<file path="src/rtl/lcd_spi_stream_ctrl_pkg.sv">
// lcd_pkg: ILI9341 command set, sequencer state type and ROM entry layout.
package lcd_pkg;
  localparam logic [7:0] CMD_SWRESET = 8'h01;
  localparam logic [7:0] CMD_SLPOUT  = 8'h11;
  localparam logic [7:0] CMD_MADCTL  = 8'h36;
  localparam logic [7:0] CMD_COLMOD  = 8'h3A;
  localparam logic [7:0] CMD_DISPON  = 8'h29;
  localparam logic [7:0] CMD_CASET   = 8'h2A;
  localparam logic [7:0] CMD_PASET   = 8'h2B;
  localparam logic [7:0] CMD_RAMWR   = 8'h2C;
  localparam logic [7:0] COLMOD_565  = 8'h55;
  localparam logic [4:0] INIT_LAST = 5'd9;
  localparam logic [4:0] WIN_FIRST = 5'd10;
  localparam logic [4:0] WIN_LAST  = 5'd20;
  typedef enum logic [2:0] {ST_RST_LO, ST_POST_RST, ST_INIT, ST_WINDOW, ST_STREAM} state_e;
  typedef struct packed {
    logic       gap;
    logic       dc;
    logic [7:0] data;
  } seq_t;
endpackage

</file>
<file path="src/rtl/lcd_spi_stream_ctrl_if.sv">
// lcd_spi_stream_ctrl_if: ready/valid byte stream from pixel source to controller.
interface lcd_spi_stream_ctrl_if;
  logic [7:0] s_data;
  logic       s_valid;
  logic       s_ready;
  modport master (output s_data, s_valid, input s_ready);
  modport slave (input s_data, s_valid, output s_ready);
endinterface

</file>
<file path="src/rtl/lcd_spi_stream_ctrl_byte_tx.sv">
// lcd_spi_byte_tx: SPI mode 0 MSB-first byte shifter; CS low for 16*HALF_DIV cycles per byte.
module lcd_spi_byte_tx #(
  parameter int HALF_DIV = 7
) (
  input  logic       clk,
  input  logic       rst,
  input  logic       start_i,
  input  logic [7:0] byte_i,
  input  logic       dc_i,
  output logic       busy_o,
  output logic       done_o,
  output logic       sclk_o,
  output logic       cs_o,
  output logic       sdi_o,
  output logic       dc_o
);
  localparam int DW = HALF_DIV > 1 ? $clog2(HALF_DIV) : 1;
  logic [DW-1:0] div_q, div_d;
  logic [2:0] bit_q, bit_d;
  logic [7:0] sh_q, sh_d;
  logic busy_q, busy_d, done_q, done_d, sclk_q, sclk_d, dc_q, dc_d;
  logic half_end;
  assign half_end = div_q == DW'(HALF_DIV - 1);
  // Shifting on the falling edge leaves the register empty, so SDI idles low.
  always_comb begin
    div_d = '0;
    bit_d = bit_q;
    sh_d = sh_q;
    busy_d = busy_q;
    done_d = 1'b0;
    sclk_d = sclk_q;
    dc_d = dc_q;
    if (!busy_q && start_i) begin
      busy_d = 1'b1;
      sh_d = byte_i;
      dc_d = dc_i;
      bit_d = 3'd7;
      sclk_d = 1'b0;
    end else if (busy_q) begin
      div_d = half_end ? '0 : div_q + DW'(1);
      if (half_end) begin
        sclk_d = !sclk_q;
        if (sclk_q) begin
          sh_d = {sh_q[6:0], 1'b0};
          bit_d = bit_q - 3'd1;
          busy_d = bit_q != 3'd0;
          done_d = bit_q == 3'd0;
        end
      end
    end
  end
  always_ff @(posedge clk) begin
    if (rst) begin
      div_q <= '0;
      bit_q <= '0;
      sh_q <= '0;
      busy_q <= 1'b0;
      done_q <= 1'b0;
      sclk_q <= 1'b0;
      dc_q <= 1'b0;
    end else begin
      div_q <= div_d;
      bit_q <= bit_d;
      sh_q <= sh_d;
      busy_q <= busy_d;
      done_q <= done_d;
      sclk_q <= sclk_d;
      dc_q <= dc_d;
    end
  end
  assign busy_o = busy_q;
  assign done_o = done_q;
  assign sclk_o = sclk_q;
  assign cs_o = !busy_q;
  assign sdi_o = sh_q[7];
  assign dc_o = dc_q;
endmodule

</file>
<file path="src/rtl/lcd_spi_stream_ctrl.sv">
// lcd_spi_stream_ctrl: ILI9341 reset/init/window sequencer feeding a ready/valid pixel stream to SPI.
// Define LCD_FRAME_TIMEOUT_EN to abort a stalled frame after IDLE_TIMEOUT idle cycles.
module lcd_spi_stream_ctrl
  import lcd_pkg::*;
#(
  parameter int         H_RES          = 240,
  parameter int         V_RES          = 320,
  parameter int         SPI_HALF_DIV   = 7,
  parameter int         RESET_LOW_CYC  = 5_000_000,
  parameter int         POST_RESET_CYC = 20_000_000,
  parameter int         INIT_GAP_CYC   = 12_000_000,
  parameter logic [7:0] MADCTL         = 8'h08,
  parameter int         IDLE_TIMEOUT   = 5_000_000
) (
  input  logic clk,
  input  logic reset_p,
  lcd_spi_stream_ctrl_if.slave s,
  output logic init_done,
  output logic frame_done,
  output logic frame_abort,
  output logic lcd_reset,
  output logic lcd_cs,
  output logic lcd_dc,
  output logic lcd_sclk,
  output logic lcd_sdi,
  output logic lcd_bl
);
  localparam int TOTAL = 2 * H_RES * V_RES;
  localparam int BW = TOTAL > 1 ? $clog2(TOTAL) : 1;
  localparam logic [15:0] HM = 16'(H_RES - 1);
  localparam logic [15:0] VM = 16'(V_RES - 1);
  state_e state_q, state_d;
  logic [31:0] cnt_q, cnt_d;
  logic [4:0] idx_q, idx_d;
  logic [BW-1:0] byte_cnt_q, byte_cnt_d;
  logic init_done_q, init_done_d, lcd_reset_q, lcd_reset_d, last_q, last_d;
  logic tx_start, tx_dc, tx_busy, tx_done, adv, acc;
  logic [7:0] tx_byte;
  seq_t cur;
  // Indices 0..9 are the one-time init, 10..20 the per-frame window setup.
  always_comb begin
    case (idx_q)
      5'd0: cur = {1'b0, 1'b0, CMD_SWRESET};
      5'd1: cur = {1'b1, 1'b0, 8'h00};
      5'd2: cur = {1'b0, 1'b0, CMD_SLPOUT};
      5'd3: cur = {1'b1, 1'b0, 8'h00};
      5'd4: cur = {1'b0, 1'b0, CMD_MADCTL};
      5'd5: cur = {1'b0, 1'b1, MADCTL};
      5'd6: cur = {1'b0, 1'b0, CMD_COLMOD};
      5'd7: cur = {1'b0, 1'b1, COLMOD_565};
      5'd8: cur = {1'b0, 1'b0, CMD_DISPON};
      5'd9: cur = {1'b1, 1'b0, 8'h00};
      5'd10: cur = {1'b0, 1'b0, CMD_CASET};
      5'd11, 5'd12, 5'd16, 5'd17: cur = {1'b0, 1'b1, 8'h00};
      5'd13: cur = {1'b0, 1'b1, HM[15:8]};
      5'd14: cur = {1'b0, 1'b1, HM[7:0]};
      5'd15: cur = {1'b0, 1'b0, CMD_PASET};
      5'd18: cur = {1'b0, 1'b1, VM[15:8]};
      5'd19: cur = {1'b0, 1'b1, VM[7:0]};
      5'd20: cur = {1'b0, 1'b0, CMD_RAMWR};
      default: cur = '0;
    endcase
  end
  assign s.s_ready = state_q == ST_STREAM && !tx_busy;
  assign acc = s.s_valid && s.s_ready;
  assign adv = !tx_busy && (!cur.gap || cnt_q == 32'(INIT_GAP_CYC - 1));
`ifdef LCD_FRAME_TIMEOUT_EN
  logic [31:0] idle_q, idle_d;
  logic abort_q, abort_d;
`endif
  always_comb begin
    state_d = state_q;
    cnt_d = cnt_q;
    idx_d = idx_q;
    byte_cnt_d = byte_cnt_q;
    init_done_d = init_done_q;
    lcd_reset_d = lcd_reset_q;
    last_d = last_q && !tx_done;
    tx_start = 1'b0;
    tx_byte = cur.data;
    tx_dc = cur.dc;
`ifdef LCD_FRAME_TIMEOUT_EN
    idle_d = '0;
    abort_d = 1'b0;
`endif
    case (state_q)
      ST_RST_LO: begin
        cnt_d = cnt_q + 32'd1;
        if (cnt_q == 32'(RESET_LOW_CYC - 1)) begin
          cnt_d = '0;
          lcd_reset_d = 1'b1;
          state_d = ST_POST_RST;
        end
      end
      ST_POST_RST: begin
        cnt_d = cnt_q + 32'd1;
        if (cnt_q == 32'(POST_RESET_CYC - 1)) begin
          cnt_d = '0;
          idx_d = '0;
          state_d = ST_INIT;
        end
      end
      ST_INIT, ST_WINDOW: begin
        tx_start = !tx_busy && !cur.gap;
        if (!tx_busy && cur.gap) cnt_d = cnt_q + 32'd1;
        if (adv) begin
          cnt_d = '0;
          idx_d = idx_q + 5'd1;
          if (idx_q == INIT_LAST) begin
            state_d = ST_WINDOW;
            init_done_d = 1'b1;
          end
          if (idx_q == WIN_LAST) begin
            state_d = ST_STREAM;
            idx_d = WIN_FIRST;
          end
        end
      end
      ST_STREAM: begin
        tx_byte = s.s_data;
        tx_dc = 1'b1;
        tx_start = acc;
        if (acc) begin
          byte_cnt_d = byte_cnt_q + BW'(1);
          if (byte_cnt_q == BW'(TOTAL - 1)) begin
            byte_cnt_d = '0;
            last_d = 1'b1;
            state_d = ST_WINDOW;
          end
        end
`ifdef LCD_FRAME_TIMEOUT_EN
        else if (s.s_ready) begin
          idle_d = idle_q + 32'd1;
          if (idle_q == 32'(IDLE_TIMEOUT - 1)) begin
            idle_d = '0;
            abort_d = 1'b1;
            byte_cnt_d = '0;
            state_d = ST_WINDOW;
          end
        end else idle_d = idle_q;
`endif
      end
      default: state_d = ST_RST_LO;
    endcase
  end
  always_ff @(posedge clk) begin
    if (reset_p) begin
      state_q <= ST_RST_LO;
      cnt_q <= '0;
      idx_q <= '0;
      byte_cnt_q <= '0;
      init_done_q <= 1'b0;
      lcd_reset_q <= 1'b0;
      last_q <= 1'b0;
`ifdef LCD_FRAME_TIMEOUT_EN
      idle_q <= '0;
      abort_q <= 1'b0;
`endif
    end else begin
      state_q <= state_d;
      cnt_q <= cnt_d;
      idx_q <= idx_d;
      byte_cnt_q <= byte_cnt_d;
      init_done_q <= init_done_d;
      lcd_reset_q <= lcd_reset_d;
      last_q <= last_d;
`ifdef LCD_FRAME_TIMEOUT_EN
      idle_q <= idle_d;
      abort_q <= abort_d;
`endif
    end
  end
`ifdef LCD_FRAME_TIMEOUT_EN
  assign frame_abort = abort_q;
`else
  logic unused_idle;
  assign unused_idle = |IDLE_TIMEOUT;
  assign frame_abort = 1'b0;
`endif
  lcd_spi_byte_tx #(.HALF_DIV(SPI_HALF_DIV)) u_tx (
    .clk(clk),
    .rst(reset_p),
    .start_i(tx_start),
    .byte_i(tx_byte),
    .dc_i(tx_dc),
    .busy_o(tx_busy),
    .done_o(tx_done),
    .sclk_o(lcd_sclk),
    .cs_o(lcd_cs),
    .sdi_o(lcd_sdi),
    .dc_o(lcd_dc)
  );
  assign frame_done = tx_done && last_q;
  assign init_done = init_done_q;
  assign lcd_reset = lcd_reset_q;
  assign lcd_bl = 1'b1;
endmodule
</file>
<file path="src/flat_wrapper.sv">
// flat-port wrapper written by rule: the top's interface ports become plain ports
module lcd_spi_stream_ctrl_flat import lcd_pkg::*;
#(
  parameter int         H_RES          = 240,
  parameter int         V_RES          = 320,
  parameter int         SPI_HALF_DIV   = 7,
  parameter int         RESET_LOW_CYC  = 5_000_000,
  parameter int         POST_RESET_CYC = 20_000_000,
  parameter int         INIT_GAP_CYC   = 12_000_000,
  parameter logic [7:0] MADCTL         = 8'h08,
  parameter int         IDLE_TIMEOUT   = 5_000_000
)
  (clk, reset_p, init_done, frame_done, frame_abort, lcd_reset, lcd_cs, lcd_dc, lcd_sclk, lcd_sdi, lcd_bl, s_s_data, s_s_valid, s_s_ready);
  lcd_spi_stream_ctrl_if s_i ();
  input  logic clk;
  input  logic reset_p;
  output logic init_done;
  output logic frame_done;
  output logic frame_abort;
  output logic lcd_reset;
  output logic lcd_cs;
  output logic lcd_dc;
  output logic lcd_sclk;
  output logic lcd_sdi;
  output logic lcd_bl;
  input wire logic [$bits(s_i.s_data)-1:0] s_s_data;
  input wire logic [$bits(s_i.s_valid)-1:0] s_s_valid;
  output wire logic [$bits(s_i.s_ready)-1:0] s_s_ready;
  assign s_i.s_data = s_s_data;
  assign s_i.s_valid = s_s_valid;
  assign s_s_ready = s_i.s_ready;
  lcd_spi_stream_ctrl #(.H_RES(H_RES), .V_RES(V_RES), .SPI_HALF_DIV(SPI_HALF_DIV), .RESET_LOW_CYC(RESET_LOW_CYC), .POST_RESET_CYC(POST_RESET_CYC), .INIT_GAP_CYC(INIT_GAP_CYC), .MADCTL(MADCTL), .IDLE_TIMEOUT(IDLE_TIMEOUT)) u_core (.clk(clk), .reset_p(reset_p), .s(s_i), .init_done(init_done), .frame_done(frame_done), .frame_abort(frame_abort), .lcd_reset(lcd_reset), .lcd_cs(lcd_cs), .lcd_dc(lcd_dc), .lcd_sclk(lcd_sclk), .lcd_sdi(lcd_sdi), .lcd_bl(lcd_bl));
endmodule
</file>
<file path="config.mk">
export PLATFORM = sky130hd
export DESIGN_NAME = lcd_spi_stream_ctrl_flat
export DESIGN_NICKNAME = d
export VERILOG_FILES = /design/src/rtl/lcd_spi_stream_ctrl_pkg.sv /design/src/rtl/lcd_spi_stream_ctrl_if.sv /design/src/rtl/lcd_spi_stream_ctrl_byte_tx.sv /design/src/rtl/lcd_spi_stream_ctrl.sv /design/src/flat_wrapper.sv
export SDC_FILE = /design/constraint.sdc
export NUM_CORES = 1
export LEC_CHECK = 0
export CAP_MARGIN = 30
export CORE_ASPECT_RATIO = 1.5
export CORE_MARGIN = 2
export CORE_UTILIZATION = 39
export CTS_CLUSTER_SIZE = 30
export DETAILED_ROUTE_END_ITERATION = 10
export GPL_TIMING_DRIVEN = 0
export PLACE_DENSITY = 0.55
export SYNTH_ARGS = -nofsm -noshare
export SYNTH_HDL_FRONTEND = slang
export SYNTH_SLANG_ARGS = --single-unit
</file>
<file path="constraint.sdc">
create_clock -name clk -period 4 [get_ports clk]
set_input_delay 1.2 -clock clk [delete_from_list [all_inputs] [get_ports clk]]
set_output_delay 1.2 -clock clk [all_outputs]
set_load 0.005 [all_outputs]
</file>
==> key figures, run 1 <==
Logic synthesis
  • Unique cell type count in the Yosys netlist: 62
  • Synth Cell Area: 4500 um2
  • Share of flip-flops with an asynchronous set or reset: 0%
  • Share of cell area taken by muxes after synthesis: 3.39%
  • XOR/XNOR share of the synthesized area: 9.73%
  • Top flip-flop cell by instance count after synthesis: sky130_fd_sc_hd__dfxtp_1
  • Synth Area in Compound Gates: 10.7%
  • Top-area cell type share of the netlist area: 39.6%
  • Post-Synth Simple-Gate Area: 28.3%
  • Gate count after technology mapping: 527
  • Biggest area contributors in the synthesized netlist: sky130_fd_sc_hd__dfxtp_1 (40%), sky130_fd_sc_hd__nor2_1 (8.3%), sky130_fd_sc_hd__xor2_1 (5.8%)
  • Adder-cell area share of the yosys netlist: 4.45%
  • Seq/Total Area, Yosys: 39.6%
  • Combinational family with the most area after synthesis: simple AND/OR/NAND/NOR gates
  • Warnings, synthesis: 0
  • Synthesized flop and latch total: 89
  • Number of enable-type register cells in the synthesized netlist: 0
  • Post-synthesis net count: 554
  • Cell type with the highest aggregate area in the netlist: sky130_fd_sc_hd__dfxtp_1
  • Mean instance size in the synthesized netlist: 8.54 um2

Clock network
  • Number of hold buffers added after cts: 0
  • Number of buffers added by the clock tree synthesis step: 9
  • Cell at the root of the clock tree: sky130_fd_sc_hd__clkbuf_16
  • Clock tree from TritonCTS: done
  • Setup Fix Bufs, Post-CTS: 0
  • Clock Sink Count: 89
  • CTS HTree Levels: 3
  • Number of instances resized during post-cts repair: 0
  • Bufs on Longest Clock Path: 2
  • Post-CTS clock slew at the launch and capture registers of the worst setup and hold paths: 0.07 ns
  • Worst-Skew Late Latency: 0.34 ns

Worst setup path
  • Master of the slowest instance on the critical path: sky130_fd_sc_hd__o32ai_1
  • Critical path, cell by cell: clkdlybuf4s50_1 > buf_2 > o32ai_1 > inv_1 > ha_1 > or4_4 > o211ai_2
  • Worst Path Required: 4.27 ns
  • Critical path arrival: 4.02 ns
  • Kind of start point of the critical path: input port
  • Worst Path Buf+Inv: 3
  • Path type of the worst setup path: input port to register
  • Worst Setup End Kind: register
  • Peak per-stage delay on the critical path: 0.84 ns
  • Crit path max-delay family: buffers and inverters
  • Critical Path Fanout Max: 10

Timing
  • Pins Over Slew Limit: 0
  • Unrepaired setup endpoints after global routing: no
  • Fmax: 0.267 GHz
  • Setup skew after layout: 0.00897 ns
  • Period minus WS final: 3.75 ns
  • Tightest Pin Transition: 0.963 ns
  • Hold Vio Cnt, Final: 0
  • Final critical-path share of the clock period: 93.8%
  • Setup-failing EPs final: 0
  • WHS: 0.457 ns
  • Sum of negative setup slack: 0 ns
  • Worst max-slew margin expressed relative to the limit: 35.6%

Die
  • Number of rows created at floorplan: 48
  • Top Ports: 21
  • Die outline width: 91.7 um
  • Initial Utilization: 39.4%
  • Core outline area: 11400 um2
  • Total die area: 12400 um2
  • Die height: 136 um

Global route
  • Total congestion overflow after global routing: 0
  • First-pass GRT wire length: 16.4 mm
  • Initial antenna violation count: 0
  • Via count of the first global-routing pass: 3431
  • Global-route total usage across every layer: 16.4%
  • Maximum number of pins on one net before global-route repair: 16

Layout
  • Synth-to-Final Area Change: 14.4%
  • Area taken by multi-input logic gates: 2550 um2
  • Leading cell type in the layout, fill and taps excluded: sky130_fd_sc_hd__nor2_1
  • Post-route non-filler standard cell count: 711
  • Sequential Area: 1780 um2
  • Most frequent cells in the layout: sky130_fd_sc_hd__nor2_1 (100), sky130_fd_sc_hd__dfxtp_1 (89), sky130_fd_sc_hd__nand2_1 (43), sky130_fd_sc_hd__xor2_1 (30)
  • Proportion of layout cells with a drive suffix above 1: 7.66%
  • Diodes inserted: 0
  • Number of fill cells in the layout: 1149
  • Net count reported at finish: 583

Worst hold path
  • Classification of the worst-slack hold path: register to register

Route
  • Router iterations before antenna repair: 4
  • Number of violations reported at the end of detailed-routing iteration 0: 104
  • Residual antenna-violating net count after detailed routing: 0
  • DRC: 0
  • Vias: 3609
  • Total wire length after detailed routing: 9.77 mm
  • Routed length per placed instance: 13.7 um
  • Via density per instance: 5.08

Place
  • RD Place Congestion: 0.810
  • Number of input and output port buffers inserted: 18
  • Post-detailed-placement half-perimeter wirelength: 7.34 mm
  • Inst Count DP: 695

Job
  • Number of maximum-capacitance violations: 0

Power
  • Power Total: 1.72 mW
  • Worst supply voltage drop on vdd: 0.205 mV
  • Leak Pwr: 1.83 nW
  • PwrDens: 333 nW/um2

Status
  • Outcome: finished clean
[final timing paths]
check,start,to,slack (ns),cells after the start
max reg2reg,u_core.cnt_q[0],u_core.cur[3],0.47,10
min reg2reg,u_core.u_tx.div_q[0],u_core.u_tx.div_q[0],0.46,1
min,u_core.u_tx.div_q[0],u_core.u_tx.div_q[0],0.46,1
max,reset_p,u_core.cur[3],0.25,7
[final cells by class]
cell class	count	area share, %
Inverter	17	1.24
Clock buffer	10	4.64
Clock inverter	6	0.826
Buffer	21	1.94
Sequential cell	89	34.6
Tap cell	150	3.64
Multi-Input combinational cell	400	49.6
Timing Repair Buffer	18	3.50
[registers in the layout, indices dropped and copies added, names as in the netlist]
register            cells
u_core.last_q           1
u_core.cnt_q           32
u_core.u_tx.dc_o        1
u_core.u_tx.busy_o      1
u_core.u_tx.done_o      1
u_core.idx_q            5
u_core.u_tx.bit_q       3
u_core.u_tx.sh_q        8
u_core.cur             10
u_core.u_tx.sclk_o      1
u_core.byte_cnt_q      18
u_core.u_tx.div_q       3
u_core.state_q          3
u_core.init_done        1
u_core.lcd_reset        1
[power by group]
part / switching, mW / total [mW] / internal [mW]
clock network: 0.350 / 0.789 / 0.439
registers: 0.00228 / 0.891 / 0.889
logic: 0.0211 / 0.0367 / 0.0157
[cell usage after synthesis, types with 7 or more instances]
| master | number |
|---|---|
| sky130_fd_sc_hd__and2_1 | 10 |
| sky130_fd_sc_hd__a21oi_1 | 14 |
| sky130_fd_sc_hd__clkbuf_1 | 13 |
| sky130_fd_sc_hd__nand4_1 | 12 |
| sky130_fd_sc_hd__xor2_1 | 30 |
| sky130_fd_sc_hd__xnor2_1 | 20 |
| sky130_fd_sc_hd__inv_1 | 14 |
| sky130_fd_sc_hd__and3_1 | 13 |
| sky130_fd_sc_hd__nor2_1 | 100 |
| sky130_fd_sc_hd__nand2_1 | 43 |
| sky130_fd_sc_hd__a211oi_1 | 15 |
| sky130_fd_sc_hd__mux2i_1 | 13 |
| sky130_fd_sc_hd__nand3_1 | 20 |
| sky130_fd_sc_hd__dfxtp_1 | 89 |
| sky130_fd_sc_hd__nor3_1 | 7 |
| sky130_fd_sc_hd__nand2b_1 | 8 |
| sky130_fd_sc_hd__ha_1 | 16 |
[routing by layer]
layer / routed length, um / up-vias / track usage [%]
li1: - / 1884 / -
met1: 4530 / 1681 / 20.6
met2: 4900 / 34 / 27.9
met3: 187 / 10 / 2.84
met4: 155 / 0 / 6.72
met5: 0 / - / 0
[kinds of logic (layout without fill, tap and decap cells)]
family	count (synthesis)	after routing
simple gates	250	250
flops	89	89
compound gates	67	67
xor+xnor	50	50
buf+inv	38	72
fa+ha+maj	16	16
mux	15	15
other cells	2	2
[metrics by stage]
stage / area (um2) / setup WS (ns) / utilization, %
floorplan: 4500 / 0.904 / -
global placement: 4870 / -0.102 / 42.7
detailed placement: 4870 / -0.119 / 42.7
CTS: 5150 / 0.236 / 45.1
global route: 5150 / 0.0808 / 45.1
finish: 5150 / 0.249 / 45.1
No activity file was read; power rests on OpenSTA's default activity.
==> inputs of run 2 (changes only) <==
--- a/config.mk
+++ b/config.mk
@@ -12,7 +12,7 @@
 export CTS_CLUSTER_SIZE = 30
 export DETAILED_ROUTE_END_ITERATION = 10
 export GPL_TIMING_DRIVEN = 0
-export PLACE_DENSITY = 0.55
+export PLACE_DENSITY = 0.58
 export SYNTH_ARGS = -nofsm -noshare
 export SYNTH_HDL_FRONTEND = slang
 export SYNTH_SLANG_ARGS = --single-unit
==> key figures, run 2 (synthesis results as in run 1) <==
Power
  • PwrDens: 349 nW/um2
  • Worst supply voltage drop on vdd: 0.179 mV
  • Leak Pwr: 1.85 nW

Timing
  • Worst-case setup margin in the final layout: 0.232 ns
  • Period minus WS final: 3.77 ns
  • Pins Over Slew Limit: 0
  • Setup skew after layout: 0.00898 ns
  • Unrepaired setup endpoints after global routing: no
  • Sum of negative setup slack: 0 ns
  • Fmax: 0.265 GHz
  • Tightest Pin Transition: 0.985 ns
  • Worst max-slew margin expressed relative to the limit: 34.2%
  • Hold Vio Cnt, Final: 0
  • Setup-failing EPs final: 0
  • Final critical-path share of the clock period: 94.2%
  • WHS: 0.448 ns

Worst setup path
  • Critical path, cell by cell: clkdlybuf4s50_1 > buf_2 > o32ai_1 > inv_1 > ha_1 > or4_4 > o211ai_2
  • Critical path arrival: 4.04 ns
  • R2r setup slk: 0.44 ns
  • R2R Path Start: u_core.cnt_q[0]
  • Peak per-stage delay on the critical path: 0.86 ns
  • Startpoint of the most critical setup path: reset_p
  • Critical Path Fanout Max: 10
  • Path type of the worst setup path: input port to register
  • Master of the slowest instance on the critical path: sky130_fd_sc_hd__o32ai_1
  • Worst Setup End Kind: register
  • Critical R2R Capture: u_core.cur[3]
  • Cells on worst reg2reg path: 10
  • Worst Path Required: 4.27 ns
  • Kind of start point of the critical path: input port

Clock network
  • Number of buffers added by the clock tree synthesis step: 9
  • Post-CTS clock slew at the launch and capture registers of the worst setup and hold paths: 0.07 ns
  • Clock Sink Count: 89
  • Cell at the root of the clock tree: sky130_fd_sc_hd__clkbuf_16
  • Setup Fix Bufs, Post-CTS: 0
  • Number of instances resized during post-cts repair: 0
  • Bufs on Longest Clock Path: 2
  • CTS HTree Levels: 3
  • Clock tree from TritonCTS: done
  • Worst-Skew Late Latency: 0.35 ns
  • Number of hold buffers added after cts: 0

Global route
  • Maximum number of pins on one net before global-route repair: 16
  • Via count of the first global-routing pass: 3524
  • Total congestion overflow after global routing: 0
  • Global-route total usage across every layer: 16.6%
  • First-pass GRT wire length: 16.6 mm
  • Initial antenna violation count: 0

Route
  • Vias: 3656
  • Total wire length after detailed routing: 9.91 mm
  • DRC: 0
  • Residual antenna-violating net count after detailed routing: 0
  • Router iterations before antenna repair: 4
  • Via density per instance: 5.14
  • Routed length per placed instance: 13.9 um
  • Number of violations reported at the end of detailed-routing iteration 0: 175

Die
  • Total die area: 12400 um2
  • Initial Utilization: 39.4%
  • Die height: 136 um
  • Number of rows created at floorplan: 48
  • Core outline area: 11400 um2
  • Top Ports: 21
  • Die outline width: 91.7 um

Layout
  • Register containing the most flip-flops in the final layout: u_core.cnt_q
  • Diodes inserted: 0
  • Most frequent cells in the layout: sky130_fd_sc_hd__nor2_1 (100), sky130_fd_sc_hd__dfxtp_1 (89), sky130_fd_sc_hd__nand2_1 (43), sky130_fd_sc_hd__xor2_1 (30)
  • Number of fill cells in the layout: 1147
  • Post-route non-filler standard cell count: 711
  • Synth-to-Final Area Change: 15.2%
  • Leading cell type in the layout, fill and taps excluded: sky130_fd_sc_hd__nor2_1
  • Net count reported at finish: 583
  • Flip-flop count of the largest register, all copies and words added: 32
  • Utilization after layout: 45.4%
  • Proportion of layout cells with a drive suffix above 1: 7.66%

Worst hold path
  • Cell depth of the worst hold path: 1
  • Hold Path Sink: u_core.u_tx.div_q[0]
  • Worst Hold Launch: u_core.u_tx.div_q[0]
  • Classification of the worst-slack hold path: register to register

Place
  • Inst Count DP: 695
  • Number of input and output port buffers inserted: 18
  • RD Place Congestion: 0.772
  • Post-detailed-placement half-perimeter wirelength: 7.37 mm
  • Placement Setup Slack: -0.135 ns

Status
  • Outcome: finished clean

Job
  • Number of maximum-capacitance violations: 0
[run 2: cell count changes in the layout (fill, tap and decap cells not counted), sizes merged]
| cell | change |
|---|---|
| inv | -1 |
| clkinvlp | -1 |
| bufinv | +1 |
| clkbuf | +1 |
[run 2: how the worst max path moves through the flow]
stage / endpoint / slack (ns)
2_1_floorplan: u_core.cur[3] / 0.90
3_3_place_gp: u_core.cur[3] / -0.09
3_5_place_dp: u_core.cur[3] / -0.13
4_1_cts: u_core.cur[3] / 0.22
5_1_grt: u_core.cur[3] / 0.06
6_report: u_core.cur[3] / 0.23
[run 2: power by group]
part | internal (mW) | switching (mW)
Combinational | 0.0156 | 0.0205
Sequential | 0.889 | 0.00220
Clock | 0.521 | 0.359
Total | 1.43 | 0.382
[run 2: routing by layer]
layer | global-route usage, % | part of all wire (%) | vias up
li1 | - | - | 1880
met5 | 0 | 0 | -
met1 | 19.6 | 45 | 1712
met4 | 7.79 | 1.8 | 0
met3 | 2.39 | 2.5 | 11
met2 | 29.6 | 51 | 53
[run 2: final cells by class]
class / instances / area [um2] / area share (%)
sequential: 89 / 1780 / 34.4
buffer: 21 / 100 / 1.93
clock inverter: 5 / 63.8 / 1.23
timing repair buffer: 18 / 180 / 3.47
multi-input combinational: 400 / 2550 / 49.3
inverter: 17 / 63.8 / 1.23
tap: 150 / 188 / 3.62
clock buffer: 11 / 253 / 4.87
[run 2: worst max-delay path, delay by kind of cell]
kind,cells,cell delay [ns]
simple gates,1,0.54
fa+ha+maj,1,0.36
compound gates,2,0.94
buf+inv,3,0.99
[run 2: stage by stage]
step,area (um2),power (mW)
after global placement,4870,0.947
after global routing,5180,1.87
after floorplan,4500,0.929
after detailed placement,4870,0.948
final,5180,1.81
after CTS,5180,1.83
==> inputs of run 3 (changes only) <==
--- a/config.mk
+++ b/config.mk
@@ -13,6 +13,7 @@
 export DETAILED_ROUTE_END_ITERATION = 10
 export GPL_TIMING_DRIVEN = 0
 export PLACE_DENSITY = 0.58
+export SLEW_MARGIN = 20
 export SYNTH_ARGS = -nofsm -noshare
 export SYNTH_HDL_FRONTEND = slang
 export SYNTH_SLANG_ARGS = --single-unit
==> key figures, run 3 (synthesis results as in run 1) <==
Clock network
  • Number of hold buffers added after cts: 0
  • Number of buffers added by the clock tree synthesis step: 9
  • Post-CTS clock slew at the launch and capture registers of the worst setup and hold paths: 0.07 ns
  • Bufs on Longest Clock Path: 2
  • Number of instances resized during post-cts repair: 0
  • Setup Fix Bufs, Post-CTS: 0
  • Clock tree from TritonCTS: done
  • Clock Sink Count: 89
  • CTS HTree Levels: 3
  • Worst-Skew Late Latency: 0.35 ns
  • Cell at the root of the clock tree: sky130_fd_sc_hd__clkbuf_16

Timing
  • Hold Vio Cnt, Final: 0
  • Final critical-path share of the clock period: 87.7%
  • Unrepaired setup endpoints after global routing: no
  • Sum of negative setup slack: 0 ns
  • Worst-case setup margin in the final layout: 0.493 ns
  • WHS: 0.448 ns
  • Period minus WS final: 3.51 ns
  • Worst max-slew margin expressed relative to the limit: 47.1%
  • Setup skew after layout: 0.00916 ns
  • Tightest Pin Transition: 0.793 ns
  • Setup-failing EPs final: 0
  • Fmax: 0.285 GHz
  • Pins Over Slew Limit: 0

Worst setup path
  • Critical R2R Capture: u_core.cur[3]
  • Kind of start point of the critical path: register
  • Worst Path Required: 2.80 ns
  • R2r setup slk: 0.65 ns
  • Worst Setup End Kind: primary output
  • Master of the slowest instance on the critical path: sky130_fd_sc_hd__nor3b_1
  • Path type of the worst setup path: register to primary output
  • Peak per-stage delay on the critical path: 0.70 ns
  • Critical path, cell by cell: clkbuf_1 > nor3b_1 > and2_1 > clkdlybuf4s50_1
  • Critical path arrival: 2.31 ns
  • Worst Path Buf+Inv: 2
  • R2R Path Start: u_core.cnt_q[24]
  • Cells on worst reg2reg path: 10
  • Critical Path Fanout Max: 10
  • Crit path max-delay family: simple AND/OR/NAND/NOR gates

Layout
  • Number of fill cells in the layout: 1147
  • Most frequent cells in the layout: sky130_fd_sc_hd__nor2_1 (100), sky130_fd_sc_hd__dfxtp_1 (89), sky130_fd_sc_hd__nand2_1 (43), sky130_fd_sc_hd__xor2_1 (30)
  • Flip-flop count of the largest register, all copies and words added: 32
  • Register containing the most flip-flops in the final layout: u_core.cnt_q
  • Post-route non-filler standard cell count: 712
  • Proportion of layout cells with a drive suffix above 1: 7.83%
  • Leading cell type in the layout, fill and taps excluded: sky130_fd_sc_hd__nor2_1
  • Diodes inserted: 0
  • Net count reported at finish: 584
  • Synth-to-Final Area Change: 15.3%

Worst hold path
  • Hold Path Sink: u_core.u_tx.div_q[0]
  • Classification of the worst-slack hold path: register to register
  • Cell depth of the worst hold path: 1
  • Worst Hold Launch: u_core.u_tx.div_q[0]

Route
  • DRC: 0
  • Total wire length after detailed routing: 9.89 mm
  • Routed length per placed instance: 13.9 um
  • Router iterations before antenna repair: 4
  • Residual antenna-violating net count after detailed routing: 0
  • Vias: 3659
  • Number of violations reported at the end of detailed-routing iteration 0: 169
  • Via density per instance: 5.14

Status
  • Outcome: finished clean

Job
  • Number of maximum-capacitance violations: 0

Die
  • Die height: 136 um
  • Total die area: 12400 um2
  • Die outline width: 91.7 um
  • Number of rows created at floorplan: 48
  • Top Ports: 21
  • Core outline area: 11400 um2
  • Initial Utilization: 39.4%

Global route
  • Initial antenna violation count: 0
  • Met3 Use GR: 2.39%
  • First-pass GRT wire length: 16.6 mm
  • Global-route total usage across every layer: 16.6%
  • GR met2 Demand/Resource: 29.6%
  • Most Used Layer, Global Route: met2
  • Via count of the first global-routing pass: 3524
  • Total congestion overflow after global routing: 0
  • GR met1 Demand/Resource: 19.6%
  • Maximum number of pins on one net before global-route repair: 16

Place
  • Post-detailed-placement half-perimeter wirelength: 7.37 mm
  • Inst Count DP: 695
  • RD Place Congestion: 0.772
  • Number of input and output port buffers inserted: 18
  • Placement Setup Slack: -0.135 ns

Power
  • Combinational share of power: 2.0%
  • Leak Pwr: 1.86 nW
  • Worst supply voltage drop on vdd: 0.180 mV
  • Share of total power in sequential cells: 49.3%
  • Switching Fraction: 21.1%
  • Cell-internal power: 1.43 mW
  • Net switching power: 382 uW
  • Part of the power in the clock network: 48.7%
  • PwrDens: 348 nW/um2
==> run 3: final cells by class <==
| type | instances | area, um2 | share of cell area [%] |
|---|---|---|---|
| clock inverters | 5 | 63.8 | 1.23 |
| multi-input cells | 400 | 2550 | 49.2 |
| plain buffers | 21 | 100 | 1.93 |
| repair buffers | 19 | 185 | 3.57 |
| inverters | 17 | 63.8 | 1.23 |
| well taps | 150 | 188 | 3.62 |
| clock buffers | 11 | 253 | 4.87 |
| flip-flops and latches | 89 | 1780 | 34.3 |
==> run 3: layer usage <==
layer  share of wire [%]  wire length (um)
met5                   0                 0
met4                 2.0               202
met1                  45              4450
met2                  51              5050
met3                 2.0               195
==> run 3: power by group through the flow <==
stage | clock [mW] | combinational [mW] | sequential [mW]
3_3_place_gp | 0 | 0.0360 | 0.911
3_5_place_dp | 0 | 0.0367 | 0.911
2_1_floorplan | 0 | 0.0186 | 0.910
5_1_grt | 0.941 | 0.0403 | 0.891
6_report | 0.881 | 0.0361 | 0.891
4_1_cts | 0.902 | 0.0368 | 0.891
==> run 3: worst max path at each step <==
stage                      startpoint            end  slack, ns  cells past startpoint
floorplan                     reset_p  u_core.cur[3]       0.90                      6
global placement              reset_p  u_core.cur[3]      -0.09                      7
detailed placement            reset_p  u_core.cur[3]      -0.13                      7
CTS                           reset_p  u_core.cur[3]       0.22                      7
global route                  reset_p  u_core.cur[3]       0.36                     10
finish              u_core.state_q[1]      s_s_ready       0.49                      4
==> run 3: metrics by stage <==
step | util (%) | area [um2] | power, mW
4_1_cts | 45.4 | 5180 | 1.83
3_3_place_gp | 42.7 | 4870 | 0.947
3_5_place_dp | 42.7 | 4870 | 0.948
2_1_floorplan | - | 4500 | 0.929
6_report | 45.5 | 5190 | 1.81
5_1_grt | 45.5 | 5190 | 1.87
